`src/rtl/clk_edge_monitor.sv`:
```
// Samples a divided clock in the clk_i domain, emits rise/fall enable pulses and checks each
// half-period against HALF_PERIOD +/- TOL. Optional fault counter: CLK_EDGE_MONITOR_STATS_EN.
`timescale 1ns/1ps
module clk_edge_monitor #(
  parameter int HALF_PERIOD = 1,
  parameter int TOL         = 0,
  parameter int LOCK_CNT    = 4,
  parameter int TIMEOUT     = 16,
  parameter int CW          = 8
) (
  input  logic          clk_i,
  input  logic          rst_i,
  input  logic          en_i,
  input  logic          clr_i,
  input  logic          mon_clk_i,
  output logic          rise_o,
  output logic          fall_o,
  output logic          locked_o,
  output logic          fault_o,
  output logic [1:0]    state_o,
  output logic [CW-1:0] meas_o
`ifdef CLK_EDGE_MONITOR_STATS_EN
  ,
  output logic [7:0]    fault_cnt_o
`endif
);

  typedef enum logic [1:0] {
    IDLE    = 2'd0,
    ACQUIRE = 2'd1,
    LOCKED  = 2'd2,
    FAULT   = 2'd3
  } state_t;

  localparam logic [CW-1:0] CNT_MAX = '1;
  localparam logic [CW-1:0] HP_C    = CW'(HALF_PERIOD);
  localparam logic [CW-1:0] TOL_C   = CW'(TOL);
  localparam logic [CW-1:0] TO_C    = CW'(TIMEOUT);
  localparam logic [3:0]    LOCK_C  = 4'(LOCK_CNT);

  logic          sync1_q, sync1_d, sync2_q, sync2_d, prev_q, prev_d;
  logic          rise_q, rise_d, fall_q, fall_d;
  logic [CW-1:0] cnt_q, cnt_d, meas_q, meas_d;
  state_t        state_q, state_d;
  logic [3:0]    gcnt_q, gcnt_d;
  logic          armed_q, armed_d;
  logic          mon_edge, good, bad, timeout;
  logic [CW-1:0] diff;

  // Sync chain, edge pulses and half-period run counter
  always_comb begin
    sync1_d  = mon_clk_i;
    sync2_d  = sync1_q;
    prev_d   = sync2_q;
    mon_edge = sync2_q ^ prev_q;
    rise_d   = sync2_q & ~prev_q;
    fall_d   = ~sync2_q & prev_q;
    meas_d   = meas_q;
    cnt_d    = (cnt_q == CNT_MAX) ? cnt_q : cnt_q + 1'b1;
    if (mon_edge) begin
      meas_d = cnt_q;
      cnt_d  = {{(CW-1){1'b0}}, 1'b1};
    end
    diff    = (cnt_q >= HP_C) ? (cnt_q - HP_C) : (HP_C - cnt_q);
    good    = mon_edge && (diff <= TOL_C);
    bad     = mon_edge && !(diff <= TOL_C);
    timeout = !mon_edge && (cnt_q == TO_C);
  end

  // Lock FSM
  always_comb begin
    state_d = state_q;
    gcnt_d  = gcnt_q;
    armed_d = armed_q;
    if (!en_i) begin
      state_d = IDLE;
    end else begin
      case (state_q)
        IDLE: begin
          state_d = ACQUIRE;
          armed_d = 1'b0;
          gcnt_d  = 4'd0;
        end
        ACQUIRE: begin
          if (timeout) begin
            armed_d = 1'b0;
            gcnt_d  = 4'd0;
          end else if (mon_edge && !armed_q) begin
            // The first edge after (re)arming has no trustworthy reference point
            armed_d = 1'b1;
          end else if (bad) begin
            armed_d = 1'b0;
            gcnt_d  = 4'd0;
          end else if (good) begin
            gcnt_d = gcnt_q + 4'd1;
            if (gcnt_q + 4'd1 == LOCK_C) state_d = LOCKED;
          end
        end
        LOCKED: begin
          if (bad || timeout) state_d = FAULT;
        end
        FAULT: begin
          if (clr_i) begin
            state_d = ACQUIRE;
            armed_d = 1'b0;
            gcnt_d  = 4'd0;
          end
        end
        default: state_d = IDLE;
      endcase
    end
  end

  always_ff @(posedge clk_i or posedge rst_i) begin
    if (rst_i) begin
      sync1_q <= 1'b0;
      sync2_q <= 1'b0;
      prev_q  <= 1'b0;
      rise_q  <= 1'b0;
      fall_q  <= 1'b0;
      cnt_q   <= '0;
      meas_q  <= '0;
      state_q <= IDLE;
      gcnt_q  <= 4'd0;
      armed_q <= 1'b0;
    end else begin
      sync1_q <= sync1_d;
      sync2_q <= sync2_d;
      prev_q  <= prev_d;
      rise_q  <= rise_d;
      fall_q  <= fall_d;
      cnt_q   <= cnt_d;
      meas_q  <= meas_d;
      state_q <= state_d;
      gcnt_q  <= gcnt_d;
      armed_q <= armed_d;
    end
  end

  assign rise_o   = rise_q;
  assign fall_o   = fall_q;
  assign locked_o = (state_q == LOCKED);
  assign fault_o  = (state_q == FAULT);
  assign state_o  = state_q;
  assign meas_o   = meas_q;

`ifdef CLK_EDGE_MONITOR_STATS_EN
  logic [7:0] fault_cnt_q, fault_cnt_d;

  always_comb begin
    fault_cnt_d = fault_cnt_q;
    if ((state_q != IDLE) && (bad || timeout) && (fault_cnt_q != 8'hFF))
      fault_cnt_d = fault_cnt_q + 8'd1;
  end

  always_ff @(posedge clk_i or posedge rst_i) begin
    if (rst_i) fault_cnt_q <= 8'd0;
    else       fault_cnt_q <= fault_cnt_d;
  end

  assign fault_cnt_o = fault_cnt_q;
`endif

endmodule
```
`config.mk`:
```
export PLATFORM = sky130hd
export DESIGN_NAME = clk_edge_monitor
export DESIGN_NICKNAME = d
export VERILOG_FILES = /design/src/rtl/clk_edge_monitor.sv
export SDC_FILE = /design/constraint.sdc
export NUM_CORES = 1
export LEC_CHECK = 0
export CAP_MARGIN = 15
export CORE_MARGIN = 4
export CORE_UTILIZATION = 60
export CTS_BUF_LIST = sky130_fd_sc_hd__clkbuf_8
export DETAILED_ROUTE_END_ITERATION = 10
export HOLD_SLACK_MARGIN = 0.1
export PLACE_DENSITY = 0.82
export RECOVER_POWER = 100
export SLEW_MARGIN = 20
export SYNTH_ARGS = -nofsm -noshare
export SYNTH_HDL_FRONTEND = slang
export SYNTH_SLANG_ARGS = --single-unit
```
`constraint.sdc`:
```
create_clock -name clk_i -period 4.1 [get_ports clk_i]
set_input_delay 0.82 -clock clk_i [delete_from_list [all_inputs] [get_ports clk_i]]
set_output_delay 0.82 -clock clk_i [all_outputs]
set_load 0.02 [all_outputs]
```
==> impl_summary.md, run 1 <==
Run status
The flow ran to the end, and the final reports show no timing, DRC or antenna violations.

Die
In this run the standard cell core region covers approximately 2500 um2. The area of the die is between 3000 and 4000 um2. The starting density of the core is between 60% and 70%. The number of I/O pins is 19. The die is about 60 um tall.

The floorplan has 18 rows. The die boundary width is approximately 60 um.

Worst setup path
STA classifies the critical path startpoint as a register. On the critical path the largest part of the delay comes from buffers and inverters. Measured in cells, the most critical reg-to-reg path has a length of 9. The maximum fanout along the worst path is 20.

The setup path with the least slack is of type register to register. The beginning of the worst register-to-register path is prev_q. The cell at the slowest stage of the critical path is sky130_fd_sc_hd__clkbuf_1.

The largest single stage delay on the critical path is about 0.63 ns. Traced cell by cell, the critical path runs through inv_1 > ha_1 > clkbuf_1 > inv_1 > o41a_1 > a21boi_0 > nand2b_4 > or4_1 > o21ai_1. The number of buffers and inverters on the critical path is 3. STA classifies the critical path endpoint as a register.

The data arrival time at the worst-slack endpoint is between 3 and 4 ns. The reg2reg setup slack is between 0.8 and 0.9 ns. The cell that appears most often on the critical path is sky130_fd_sc_hd__inv_1.

At the worst endpoint, the required time is about 4.3 ns. The endpoint of the worst-slack reg-to-reg timing path is gcnt_q[3].

CTS
Clock latency on the worst-skew pair, taken at its later pin, is 0.27 ns. In this run, post-CTS hold repair placed 0 buffers. The number of H-tree levels is 1. The post-CTS setup repair buffer count is 0. The number of gates given a new drive strength after cts is 0. TritonCTS built the clock tree.

After clock tree synthesis, the clock-pin slew on the worst setup and hold paths is roughly 0.090 ns. The clock drives 28 sinks. The maximum root-to-sink buffer count is 2. The cell sitting at the root of the clock tree is a sky130_fd_sc_hd__clkbuf_8.

Buffers inserted during clock tree synthesis total 3.

Timing
The transition time at the pin with the least slew margin is approximately 1.0 ns. The accumulated negative setup slack is 0 ns. The final-report hold violation count is 0. The worst-case headroom to the max-slew limit is 31.6%. The period utilization is roughly four fifths. The clock period minus worst slack is around 3.2 ns.

In the post-route analysis, the smallest setup slack over all paths is just under 0.9 ns. Based on the critical path, the design can be clocked at up to 310 MHz. Setup repair after global routing left no endpoint under its margin. The max-slew violation total from the final report is 0. The worst clock skew on the final layout is about 0.0029 ns. Across all hold checks on the routed design, the worst slack comes to 0.362 ns. Setup violations remaining at the end of the flow were counted as 0.

GRT
The via count of the first global-routing pass is about 1300. The number of antenna violations at the first check in global routing is 0. Global routing used 21.0% of the available tracks across all layers. The overall overflow remaining after global route is 0. The first-pass GRT wire length is ~5700 um. The pin count of the biggest net entering global routing is 29.

Yosys
The cell count after synthesis came out at 167. The number of synthesis warnings is 0. The post-synthesis cell area is 1600 um2. Summing the sequential cell areas from Yosys gives approximately 44% of the chip area. When the netlist entered floorplanning its net count stood at approximately 190. The post-synthesis cell type count is 44. A synthesized cell averages ~9.6 um2.

Counting flops with a built-in enable in the synthesized netlist gives 0. Of all flip-flops after synthesis, the portion carrying an async set or reset was between 90% and 100%. The flip-flop cell with the highest count after synthesis is sky130_fd_sc_hd__dfrtp_1.

The flip-flop and latch count after synthesis is 28.

Run
Across the run, the number of max-cap violations was 0.

Route
The routed layout has 1274 vias. For this run, design rule violations remaining after detail routing come to 0. Using the TritonRoute via totals, the vias-per-cell ratio works out to around 5.9. The detailed-route wire length per cell is roughly 15 um. The final layout contains routed wiring with a total length of between 3000 and 4000 um.

The DRC marker count from the first detailed-route iteration is 72. The detail route stage leaves a number of antenna-violating nets equal to 0. The pre-antenna-repair detailed-routing pass consisted of 4 iterations.

Pwr
The standby leakage power is about 0.90 nW. The worst-case vdd ir drop is approximately 0.33 mV. In this run the power density over the cells is around 450 nW/um2.

Layout
Once layout is done, the placed cells without fillers occupy roughly 1900 um2. The share of post-route cells with drive strength above 1 is between 5 and 6%. The area growth from synthesis to layout is 16.3%.

The fill cell instance count of the final layout is about 190. The final net count is roughly 210. The number of antenna diodes in the final layout is 0.

Placement
The placement-stage worst setup slack is 1.50 ns. At the end of routability-driven placement, the weighted congestion stood at 0.885. The instance area at placement is ~1800 um2.

After legalization and detailed placement, the total HPWL measured 2420 um. The count of buffers inserted at the top-level ports is 18.

Worst hold path
The start point of the worst hold path is sync1_q. The worst hold path passes through 0 cells. The worst hold path terminates at prev_d. The class of the worst hold path is register to register.
## how the worst max path moves through the flow
stage | startpoint | to | slack, ns | depth (start not counted)
2_1_floorplan | cnt_q[2] | gcnt_q[3] | 1.67 | 9
3_3_place_gp | clr_i | gcnt_q[3] | 1.55 | 7
3_5_place_dp | clr_i | gcnt_q[3] | 1.50 | 7
4_1_cts | cnt_q[2] | gcnt_q[3] | 1.47 | 8
5_1_grt | prev_q | gcnt_q[3] | 0.62 | 9
6_report | prev_q | gcnt_q[3] | 0.87 | 9
## through the flow
step	std cells	power [mW]	utilization, %
floorplan	167	0.589	-
global placement	212	0.677	71.9
detailed placement	212	0.694	71.9
CTS	216	0.863	74.1
global route	216	0.905	74.0
finish	216	0.847	74.0
## sequential cells by signal (all words and copies together), names as in the netlist
register	count
fall_o	1
gcnt_q	4
meas_o	8
state_o	2
rise_o	1
sync1_q	1
prev_d	1
armed_q	1
prev_q	1
cnt_q	8
## synthesized netlist by cell type (2+ instances only)
| cell type | count | area share [%] |
|---|---|---|
| sky130_fd_sc_hd__a21boi_1 | 2 | 0.94 |
| sky130_fd_sc_hd__a21oi_1 | 4 | 1.2 |
| sky130_fd_sc_hd__a22oi_1 | 2 | 0.94 |
| sky130_fd_sc_hd__a31oi_1 | 5 | 2.0 |
| sky130_fd_sc_hd__and3_1 | 2 | 0.78 |
| sky130_fd_sc_hd__clkbuf_1 | 4 | 0.94 |
| sky130_fd_sc_hd__dfrtp_1 | 28 | 44 |
| sky130_fd_sc_hd__ha_1 | 15 | 12 |
| sky130_fd_sc_hd__inv_1 | 15 | 3.5 |
| sky130_fd_sc_hd__mux2_2 | 3 | 2.1 |
| sky130_fd_sc_hd__nand2_1 | 15 | 3.5 |
| sky130_fd_sc_hd__nand2b_1 | 3 | 1.2 |
| sky130_fd_sc_hd__nand3_1 | 9 | 2.8 |
| sky130_fd_sc_hd__nand4_1 | 2 | 0.78 |
| sky130_fd_sc_hd__nor2_1 | 9 | 2.1 |
| sky130_fd_sc_hd__nor3_1 | 4 | 1.2 |
| sky130_fd_sc_hd__nor3b_1 | 2 | 0.94 |
| sky130_fd_sc_hd__o211a_1 | 2 | 1.2 |
| sky130_fd_sc_hd__o21ai_0 | 8 | 2.5 |
| sky130_fd_sc_hd__o21ai_1 | 4 | 1.2 |
| sky130_fd_sc_hd__or2_1 | 2 | 0.78 |
| sky130_fd_sc_hd__or3_1 | 2 | 0.78 |
| sky130_fd_sc_hd__or4_1 | 2 | 0.94 |
| sky130_fd_sc_hd__xnor2_1 | 2 | 1.1 |
| sky130_fd_sc_hd__xor2_1 | 2 | 1.1 |
## per-layer routing
layer / global-route usage, % / routed length (um) / vias to the layer above
li1: - / - / 627
met4: 6.65 / 41 / 0
met2: 37.0 / 1660 / 20
met1: 26.3 / 1470 / 622
met3: 2.81 / 94 / 5
met5: 0 / 0 / -
## layout make-up
class | count | area [um2] | share of cell area, %
Multi-Input combinational cell | 118 | 825 | 44.2
Sequential cell | 28 | 701 | 37.6
Timing Repair Buffer | 19 | 184 | 9.86
Inverter | 17 | 63.8 | 3.42
Clock buffer | 4 | 55.1 | 2.95
Tap cell | 30 | 37.5 | 2.01
## placed cells by master, fill, tap and decap left out, types with 2 or more instances in the layout
master                            count
sky130_fd_sc_hd__o21ai_1              2
sky130_fd_sc_hd__clkbuf_8             4
sky130_fd_sc_hd__dfrtp_1             28
sky130_fd_sc_hd__nand4_1              2
sky130_fd_sc_hd__a31oi_1              5
sky130_fd_sc_hd__nor2_1               9
sky130_fd_sc_hd__nor3b_1              2
sky130_fd_sc_hd__a22oi_1              2
sky130_fd_sc_hd__nand2b_1             3
sky130_fd_sc_hd__nand2_1             15
sky130_fd_sc_hd__inv_1               16
sky130_fd_sc_hd__dlygate4sd3_1       16
sky130_fd_sc_hd__or4_1                2
sky130_fd_sc_hd__nor3_1               4
sky130_fd_sc_hd__nand3_1              9
sky130_fd_sc_hd__mux2_2               3
sky130_fd_sc_hd__ha_1                15
sky130_fd_sc_hd__clkdlybuf4s50_1      2
sky130_fd_sc_hd__o211a_1              2
sky130_fd_sc_hd__o21ai_0             10
sky130_fd_sc_hd__xor2_1               2
sky130_fd_sc_hd__xnor2_1              2
sky130_fd_sc_hd__or3_1                2
sky130_fd_sc_hd__a21oi_1              4
sky130_fd_sc_hd__and3_1               2
## cell families after synthesis
kind of cell | after synthesis | synth area share [%]
adders and majority gates | 15 | 11.7
and+or+nand+nor | 59 | 19.7
buffers and inverters | 21 | 4.91
AOI/OAI and AO/OA | 36 | 15.1
DFF | 28 | 43.7
xor gates and xnor gates | 4 | 2.18
muxes | 4 | 2.73
## report_power, final
| part | internal, mW | switching (mW) | total [mW] |
|---|---|---|---|
| clock network | 0.0860 | 0.0833 | 0.169 |
| registers | 0.312 | 0.0470 | 0.359 |
| logic | 0.137 | 0.181 | 0.318 |
No activity file was read; power rests on OpenSTA's default activity.
==> run 2, diff against run 1 <==
--- a/config.mk
+++ b/config.mk
@@ -7,11 +7,11 @@
 export LEC_CHECK = 0
 export CAP_MARGIN = 15
 export CORE_MARGIN = 4
-export CORE_UTILIZATION = 60
+export CORE_UTILIZATION = 57
 export CTS_BUF_LIST = sky130_fd_sc_hd__clkbuf_8
 export DETAILED_ROUTE_END_ITERATION = 10
 export HOLD_SLACK_MARGIN = 0.1
-export PLACE_DENSITY = 0.82
+export PLACE_DENSITY = 0.78
 export RECOVER_POWER = 100
 export SLEW_MARGIN = 20
 export SYNTH_ARGS = -nofsm -noshare
==> constraint.sdc (replaced) <==
create_clock -name clk_i -period 3 [get_ports clk_i]
set_input_delay 0.6 -clock clk_i [delete_from_list [all_inputs] [get_ports clk_i]]
set_output_delay 0.6 -clock clk_i [all_outputs]
set_load 0.02 [all_outputs]
==> run 2 against run 1 <==
  * Critical path depth fell by 1
  * Sequential power rose by 37%
  * Die area rose by 4.6%
  * Critical path type unchanged
  * Fmax rose by 15%
  * Clock skew rose by 0.0018 ns
  * Final area rose by 1.1%
  * Total power rose by 45%
  * Wire length rose by 5.8%
  * Sequential share of layout area fell by 0.40 points
  * Clock-buffer cell count fell by 1
==> impl_summary.md, run 2 (synthesized netlist as in run 1, its figures left out) <==
Layout
The final net count is 208 (was 207). The most common library cell in the layout ignoring fill and taps is sky130_fd_sc_hd__dfrtp_1 (unchanged). The antenna diode count is 0 (unchanged). The share of post-route cells with drive strength above 1 is 5.88% (was 5.38%). The filler-free cell count of the finished design is 217 (was 216). The final design area excluding fillers was 1890 um2 (was 1870 um2). The fill cell instance count of the final layout was 190 (was 188). Most used cells in the layout excluding fill and tap cells: sky130_fd_sc_hd__dfrtp_1, sky130_fd_sc_hd__dlygate4sd3_1, sky130_fd_sc_hd__inv_1, sky130_fd_sc_hd__nand2_1, sky130_fd_sc_hd__ha_1 (was sky130_fd_sc_hd__dfrtp_1, sky130_fd_sc_hd__inv_1, sky130_fd_sc_hd__dlygate4sd3_1). The layout overhead on the synthesized area is 17.6% (was 16.3%).

Route
The final routed DRC violation total was 0 (unchanged). The routed via count came to 1287 (was 1274). The detailed-route wire length per cell came to 15.9 um (was 15.1 um). The number of nets with antenna violations after detailed routing is 0 (unchanged). The DRC marker count from the first detailed-route iteration came to 62 (was 72).

The routed wire length is 3450 um (was 3260 um). The count of TritonRoute iterations in the first routing pass is 5 (was 4). The average via count per standard cell is 5.93 (was 5.90).

Die
The number of I/O pins is 19 (unchanged). The area of the core was 2590 um2 (was 2520 um2). The placement row count is 18 (unchanged).

The die height was 61.1 um (was 59.7 um). The area of the die is 3730 um2 (was 3560 um2). The starting density of the core was 61.9% (was 63.6%).

The die boundary width is 61.1 um (was 59.7 um).

Worst setup path
The critical path class is register to register (unchanged). The maximum fanout along the worst path came to 12 (was 20). The data arrival time at the worst-slack endpoint was 3.02 ns (was 3.44 ns). Series of cell instances along the critical path: inv_1 > ha_1 > a21boi_0 > a2111oi_0 > o211a_1 > a22oi_1 > or4_1 > o21ai_0 (was inv_1 > ha_1 > clkbuf_1 > inv_1 > o41a_1 > a21boi_0 > nand2b_4 > or4_1 > o21ai_1). The required time of the worst setup path came to 3.20 ns (was 4.31 ns). The cell at the slowest stage of the critical path is sky130_fd_sc_hd__a2111oi_0 (was sky130_fd_sc_hd__clkbuf_1).

The category of cells accounting for the largest share of critical-path delay is compound AO/OA/AOI/OAI gates (was buffers and inverters). The kind of launch point of the worst setup path is a register (unchanged). The peak per-stage delay on the critical path came to 0.67 ns (was 0.63 ns). The number of buffers and inverters on the critical path was 1 (was 3). The critical path capture point type was a register (unchanged).

Run status
Outcome: finished, final reports clean (unchanged).

CTS
The number of gates given a new drive strength after cts came to 0 (unchanged). The clock sink count is 28 (unchanged). The number of H-tree levels is 1 (unchanged).

The TritonCTS clock tree is yes (unchanged). The buffer type at the clock tree root is sky130_fd_sc_hd__clkbuf_8 (unchanged). The post-CTS setup repair buffer count came to 0 (unchanged). The number of buffers inserted during clock tree synthesis came to 3 (unchanged). The hold buffer count at cts is 0 (unchanged). The post-CTS clock slew at the launch and capture registers of the worst setup and hold paths is 0.10 ns (was 0.09 ns). The maximum root-to-sink buffer count is 2 (unchanged). The clock network latency to the later pin of the worst-skew pair is 0.27 ns (about the same).

Timing
The worst clock skew on the final layout is 0.00466 ns (was 0.00286 ns). The upper clock frequency limit is 354 MHz (was 310 MHz). The count of final setup violators is 0 (unchanged).

The worst-case headroom to the max-slew limit was 15.8% (was 31.6%). The transition time at the pin with the least slew margin is 1.26 ns (was 1.02 ns). The final-report hold violation count is 0 (unchanged).

RSZ-0062 raised after global routing: false (unchanged). The accumulated negative setup slack was 0 ns (unchanged). The clock period minus worst slack is 2.82 ns (was 3.23 ns). The max-slew violation total from the final report is 0 (unchanged). The period utilization is 94.0% (was 78.8%).

GRT
The pin count of the biggest net entering global routing is 24 (was 29). The number of antenna violations at the first check in global routing is 0 (unchanged). The all-layer global routing usage is 21.0% (about the same). The via count of the first global-routing pass was 1308 (was 1267).

The first-pass GRT wire length came to 5860 um (was 5690 um). The overall overflow remaining after global route was 0 (unchanged).

Pwr
The power density over the cells is 653 nW/um2 (was 454 nW/um2). The standby leakage power is 0.903 nW (was 0.898 nW). The power after layout is 1.23 mW (was 0.847 mW).

The worst-case vdd ir drop is 0.677 mV (was 0.330 mV).

Placement
The instance area at placement is 1820 um2 (was 1810 um2). The final weighted congestion in routability-driven placement is 0.860 (was 0.885). The count of buffers inserted at the top-level ports is 18 (unchanged). The half-perimeter wire length after detailed placement was 2630 um (was 2420 um). The number of cells after detailed placement came to 213 (was 212).

Worst hold path
The class of the worst hold path was register to register (unchanged).

Run
The max-cap violation count is 0 (unchanged).
[run 2: worst register-to-register path: stages, from the launching register on]
cell                        delay (ns)
sky130_fd_sc_hd__dfrtp_1          0.58
sky130_fd_sc_hd__inv_1            0.15
sky130_fd_sc_hd__ha_1             0.20
sky130_fd_sc_hd__a21boi_0         0.16
sky130_fd_sc_hd__a2111oi_0        0.67
sky130_fd_sc_hd__o211a_1          0.28
sky130_fd_sc_hd__a22oi_1          0.09
sky130_fd_sc_hd__or4_1            0.54
sky130_fd_sc_hd__o21ai_0          0.08
[run 2: path summary, 6_finish.rpt]
| kind | from | to | depth (start not counted) | slack (ns) |
|---|---|---|---|---|
| hold reg to reg | sync1_q | prev_d | 0 | 0.36 |
| min in group asynchronous | rst_i | rise_o | 2 | 0.65 |
| max in group asynchronous | rst_i | cnt_q[4] | 3 | 0.94 |
| hold / removal | sync1_q | prev_d | 0 | 0.36 |
| setup reg to reg | cnt_q[2] | gcnt_q[3] | 8 | 0.18 |
| setup / recovery | cnt_q[2] | gcnt_q[3] | 8 | 0.18 |
[run 2: cell type report]
cell class                 instances  area [um2]  area share, %
clock buffer                       3        41.3           2.19
clock inverter                     1        30.0           1.59
inverter                          17        63.8           3.38
multi-input combinational        118         825           43.7
sequential                        28         701           37.2
tap                               30        37.5           1.99
timing repair buffer              20         188           9.95
[run 2: through the flow]
| step | setup slack (ns) | hold WS (ns) | utilization [%] |
|---|---|---|---|
| after global placement | 0.515 | 0.338 | 70.3 |
| after global routing | 0.0794 | 0.380 | 72.8 |
| after CTS | 0.301 | 0.367 | 73.1 |
| final | 0.179 | 0.363 | 72.8 |
| after floorplan | 0.566 | 0.331 | - |
| after detailed placement | 0.421 | 0.336 | 70.3 |
[run 2: power breakdown]
part | total [mW] | internal (mW) | switching [mW]
logic | 0.445 | 0.188 | 0.256
clock network | 0.295 | 0.179 | 0.116
registers | 0.491 | 0.427 | 0.0646
total | 1.23 | 0.793 | 0.437
[run 2: metal layers]
metal | GRT usage, % | up-vias | part of all wire, %
met1 | 26.2 | 616 | 43
met4 | 7.12 | 0 | 2.5
met3 | 4.82 | 8 | 4.0
met5 | 0 | - | 0
li1 | - | 631 | -
met2 | 35.8 | 32 | 51
==> run 3, diff against run 2 <==
--- a/config.mk
+++ b/config.mk
@@ -6,11 +6,13 @@
 export NUM_CORES = 1
 export LEC_CHECK = 0
 export CAP_MARGIN = 15
+export CORE_ASPECT_RATIO = 1.4
 export CORE_MARGIN = 4
 export CORE_UTILIZATION = 57
 export CTS_BUF_LIST = sky130_fd_sc_hd__clkbuf_8
 export DETAILED_ROUTE_END_ITERATION = 10
 export HOLD_SLACK_MARGIN = 0.1
+export MAX_ROUTING_LAYER = met4
 export PLACE_DENSITY = 0.78
 export RECOVER_POWER = 100
 export SLEW_MARGIN = 20
==> run 3 against run 2 <==
  * Wire length decreased by 2.0%
  * Hold slack improved by 0.0058 ns
  * Sequential power barely moved
  * Register-to-register slack is essentially flat
  * Non-clock buffer count is the same
  * Total power is 0.27% lower
  * Flip-flop and latch count stayed put
  * Fmax rose by 0.37%
  * First-iteration DRC count is 34% lower
  * Highest routed layer unchanged
  * Die area grew 0.32%
  * Core utilization down 1.9 points
==> impl_summary.md, run 3 (synthesized netlist as in run 1, its figures left out) <==
Route
The routed wire length is 3380 um (was 3450 um). The average via count per standard cell is 5.81 (was 5.93). The number of nets with antenna violations after detailed routing was 0 (unchanged). The final routed DRC violation total is 0 (unchanged). The routed via count is 1296 (was 1287).

The count of TritonRoute iterations in the first routing pass was 4 (was 5). The DRC marker count from the first detailed-route iteration is 41 (was 62). The detailed-route wire length per cell is 15.2 um (was 15.9 um).

Timing
The upper clock frequency limit was 356 MHz (was 354 MHz). The final-report hold violation count is 0 (unchanged). The worst-case headroom to the max-slew limit is 46.7% (was 15.8%). The period utilization is 93.7% (was 94.0%). The worst-case setup margin in the final layout is 0.190 ns (was 0.179 ns). The count of final setup violators is 0 (unchanged). The transition time at the pin with the least slew margin is 0.799 ns (was 1.26 ns).

The max-slew violation total from the final report is 0 (unchanged). RSZ-0062 raised after global routing: false (unchanged). The clock period minus worst slack is 2.81 ns (was 2.82 ns). The worst clock skew on the final layout is 0.00515 ns (was 0.00466 ns). The accumulated negative setup slack is 0 ns (unchanged).

Die
The placement row count is 22 (was 18). The starting density of the core came to 60.1% (was 61.9%). The area of the die is 3740 um2 (was 3730 um2).

The area of the core is 2670 um2 (was 2590 um2). The die boundary width is 52.8 um (was 61.1 um). The number of I/O pins came to 19 (unchanged). The die height came to 70.8 um (was 61.1 um).

Layout
The most common library cell in the layout ignoring fill and taps is sky130_fd_sc_hd__dfrtp_1 (unchanged). The layout overhead on the synthesized area is 18.0% (was 17.6%). The antenna diode count is 0 (unchanged). The final design area excluding fillers is 1890 um2 (about the same). The share of post-route cells with drive strength above 1 is 5.88% (unchanged). The final net count is 208 (unchanged).

Most used cells in the layout excluding fill and tap cells: sky130_fd_sc_hd__dfrtp_1, sky130_fd_sc_hd__dlygate4sd3_1, sky130_fd_sc_hd__inv_1, sky130_fd_sc_hd__nand2_1, sky130_fd_sc_hd__ha_1 (unchanged). The fill cell instance count of the final layout was 208 (was 190). The final core utilization is 70.9% (was 72.8%).

Pwr
The standby leakage power is 0.903 nW (unchanged). The power density over the cells is 648 nW/um2 (was 653 nW/um2). The reported net switching power was 0.435 mW (was 0.437 mW).

The proportion of power drawn by the clock network is 24.3% (was 23.9%). The switching share of total power is 35.4% (was 35.5%). The worst-case vdd ir drop is 0.529 mV (was 0.677 mV).

The internal power of the cells is 0.792 mW (was 0.793 mW). The power after layout is 1.23 mW (about the same). The share of power burned in registers was 40.1% (was 39.9%). The part of the power in combinational logic is 35.6% (was 36.1%).

Placement
The instance area at placement is 1830 um2 (was 1820 um2). The count of buffers inserted at the top-level ports came to 18 (unchanged). The final weighted congestion in routability-driven placement came to 0.849 (was 0.860).

The placement-stage worst setup slack is 0.367 ns (was 0.421 ns). The half-perimeter wire length after detailed placement was 2550 um (was 2630 um).

GRT
The pin count of the biggest net entering global routing is 20 (was 24). The all-layer global routing usage is 21.9% (was 21.0%). The number of antenna violations at the first check in global routing came to 0 (unchanged). The overall overflow remaining after global route is 0 (unchanged).

The via count of the first global-routing pass came to 1358 (was 1308). The first-pass GRT wire length is 6020 um (was 5860 um).

CTS
The number of buffers inserted during clock tree synthesis is 3 (unchanged). The clock sink count came to 28 (unchanged). The number of H-tree levels is 1 (unchanged).

The clock network latency to the later pin of the worst-skew pair came to 0.28 ns (was 0.27 ns). The number of gates given a new drive strength after cts is 0 (unchanged). The hold buffer count at cts was 0 (unchanged). The post-CTS clock slew at the launch and capture registers of the worst setup and hold paths came to 0.10 ns (about the same). The TritonCTS clock tree is yes (unchanged).

The maximum root-to-sink buffer count is 2 (unchanged). The buffer type at the clock tree root is sky130_fd_sc_hd__clkbuf_8 (unchanged). The post-CTS setup repair buffer count was 0 (unchanged).

Worst setup path
The category of cells accounting for the largest share of critical-path delay was compound AO/OA/AOI/OAI gates (unchanged). The data arrival time at the worst-slack endpoint is 3.00 ns (was 3.02 ns). The number of buffers and inverters on the critical path is 1 (unchanged). The worst setup path startpoint is cnt_q[2] (unchanged). The maximum fanout along the worst path is 12 (unchanged). The kind of launch point of the worst setup path is a register (unchanged).

The critical path capture point type is a register (unchanged). The critical path class was register to register (unchanged). The beginning of the worst register-to-register path is cnt_q[2] (unchanged). Series of cell instances along the critical path: inv_1 > ha_1 > a21boi_0 > a2111oi_0 > o211a_1 > a22oi_1 > or4_1 > o21ai_0 (unchanged). The cell at the slowest stage of the critical path is sky130_fd_sc_hd__dfrtp_1 (was sky130_fd_sc_hd__a2111oi_0). The peak per-stage delay on the critical path is 0.61 ns (was 0.67 ns). The required time of the worst setup path was 3.19 ns (was 3.20 ns).

Run
The max-cap violation count is 0 (unchanged).

Run status
Outcome: finished, final reports clean (unchanged).

Worst hold path
The start point of the worst hold path is sync1_q (unchanged). The class of the worst hold path is register to register (unchanged).
## run 3: cell counts in the layout (fill, tap and decap cells not counted)
Identical to the previous run, type by type.
## run 3: through the flow
stage / hold WS (ns) / instances
finish: 0.369 / 223
global route: 0.396 / 223
CTS: 0.374 / 223
detailed placement: 0.352 / 219
global placement: 0.334 / 219
floorplan: 0.331 / 167
## run 3: worst paths after layout
check                           depth (start not counted)         to  slack, ns
worst min-delay path                                    0     prev_d       0.37
worst max-delay path                                    8  gcnt_q[3]       0.19
worst max register to register                          8  gcnt_q[3]       0.19
min in group asynchronous                               2    armed_q       0.78
worst min register to register                          0     prev_d       0.37
max in group asynchronous                               3  meas_o[6]       1.14
## run 3: area by class of cell
class | instances | area, um2 | share of cell area (%)
timing repair buffer | 20 | 188 | 9.91
clock buffer | 3 | 41.3 | 2.18
inverter | 17 | 63.8 | 3.37
clock inverter | 1 | 30.0 | 1.59
sequential | 28 | 701 | 37.0
tap | 36 | 45.0 | 2.38
multi-input combinational | 118 | 825 | 43.6
## run 3: power by group through the flow
stage | Sequential (mW) | Clock, mW | Combinational [mW]
after floorplan | 0.508 | 0 | 0.297
after detailed placement | 0.499 | 0 | 0.452
after CTS | 0.492 | 0.305 | 0.456
after global placement | 0.496 | 0 | 0.438
after global routing | 0.502 | 0.322 | 0.489
final | 0.492 | 0.298 | 0.437
## run 3: per-layer routing
layer | vias up | share of wire [%] | global-route usage, %
li1 | 631 | - | -
met1 | 630 | 40 | 25.1
met2 | 27 | 55 | 36.0
met3 | 8 | 3.3 | 2.95
met4 | 0 | 2.3 | 11.4
met5 | - | 0 | -
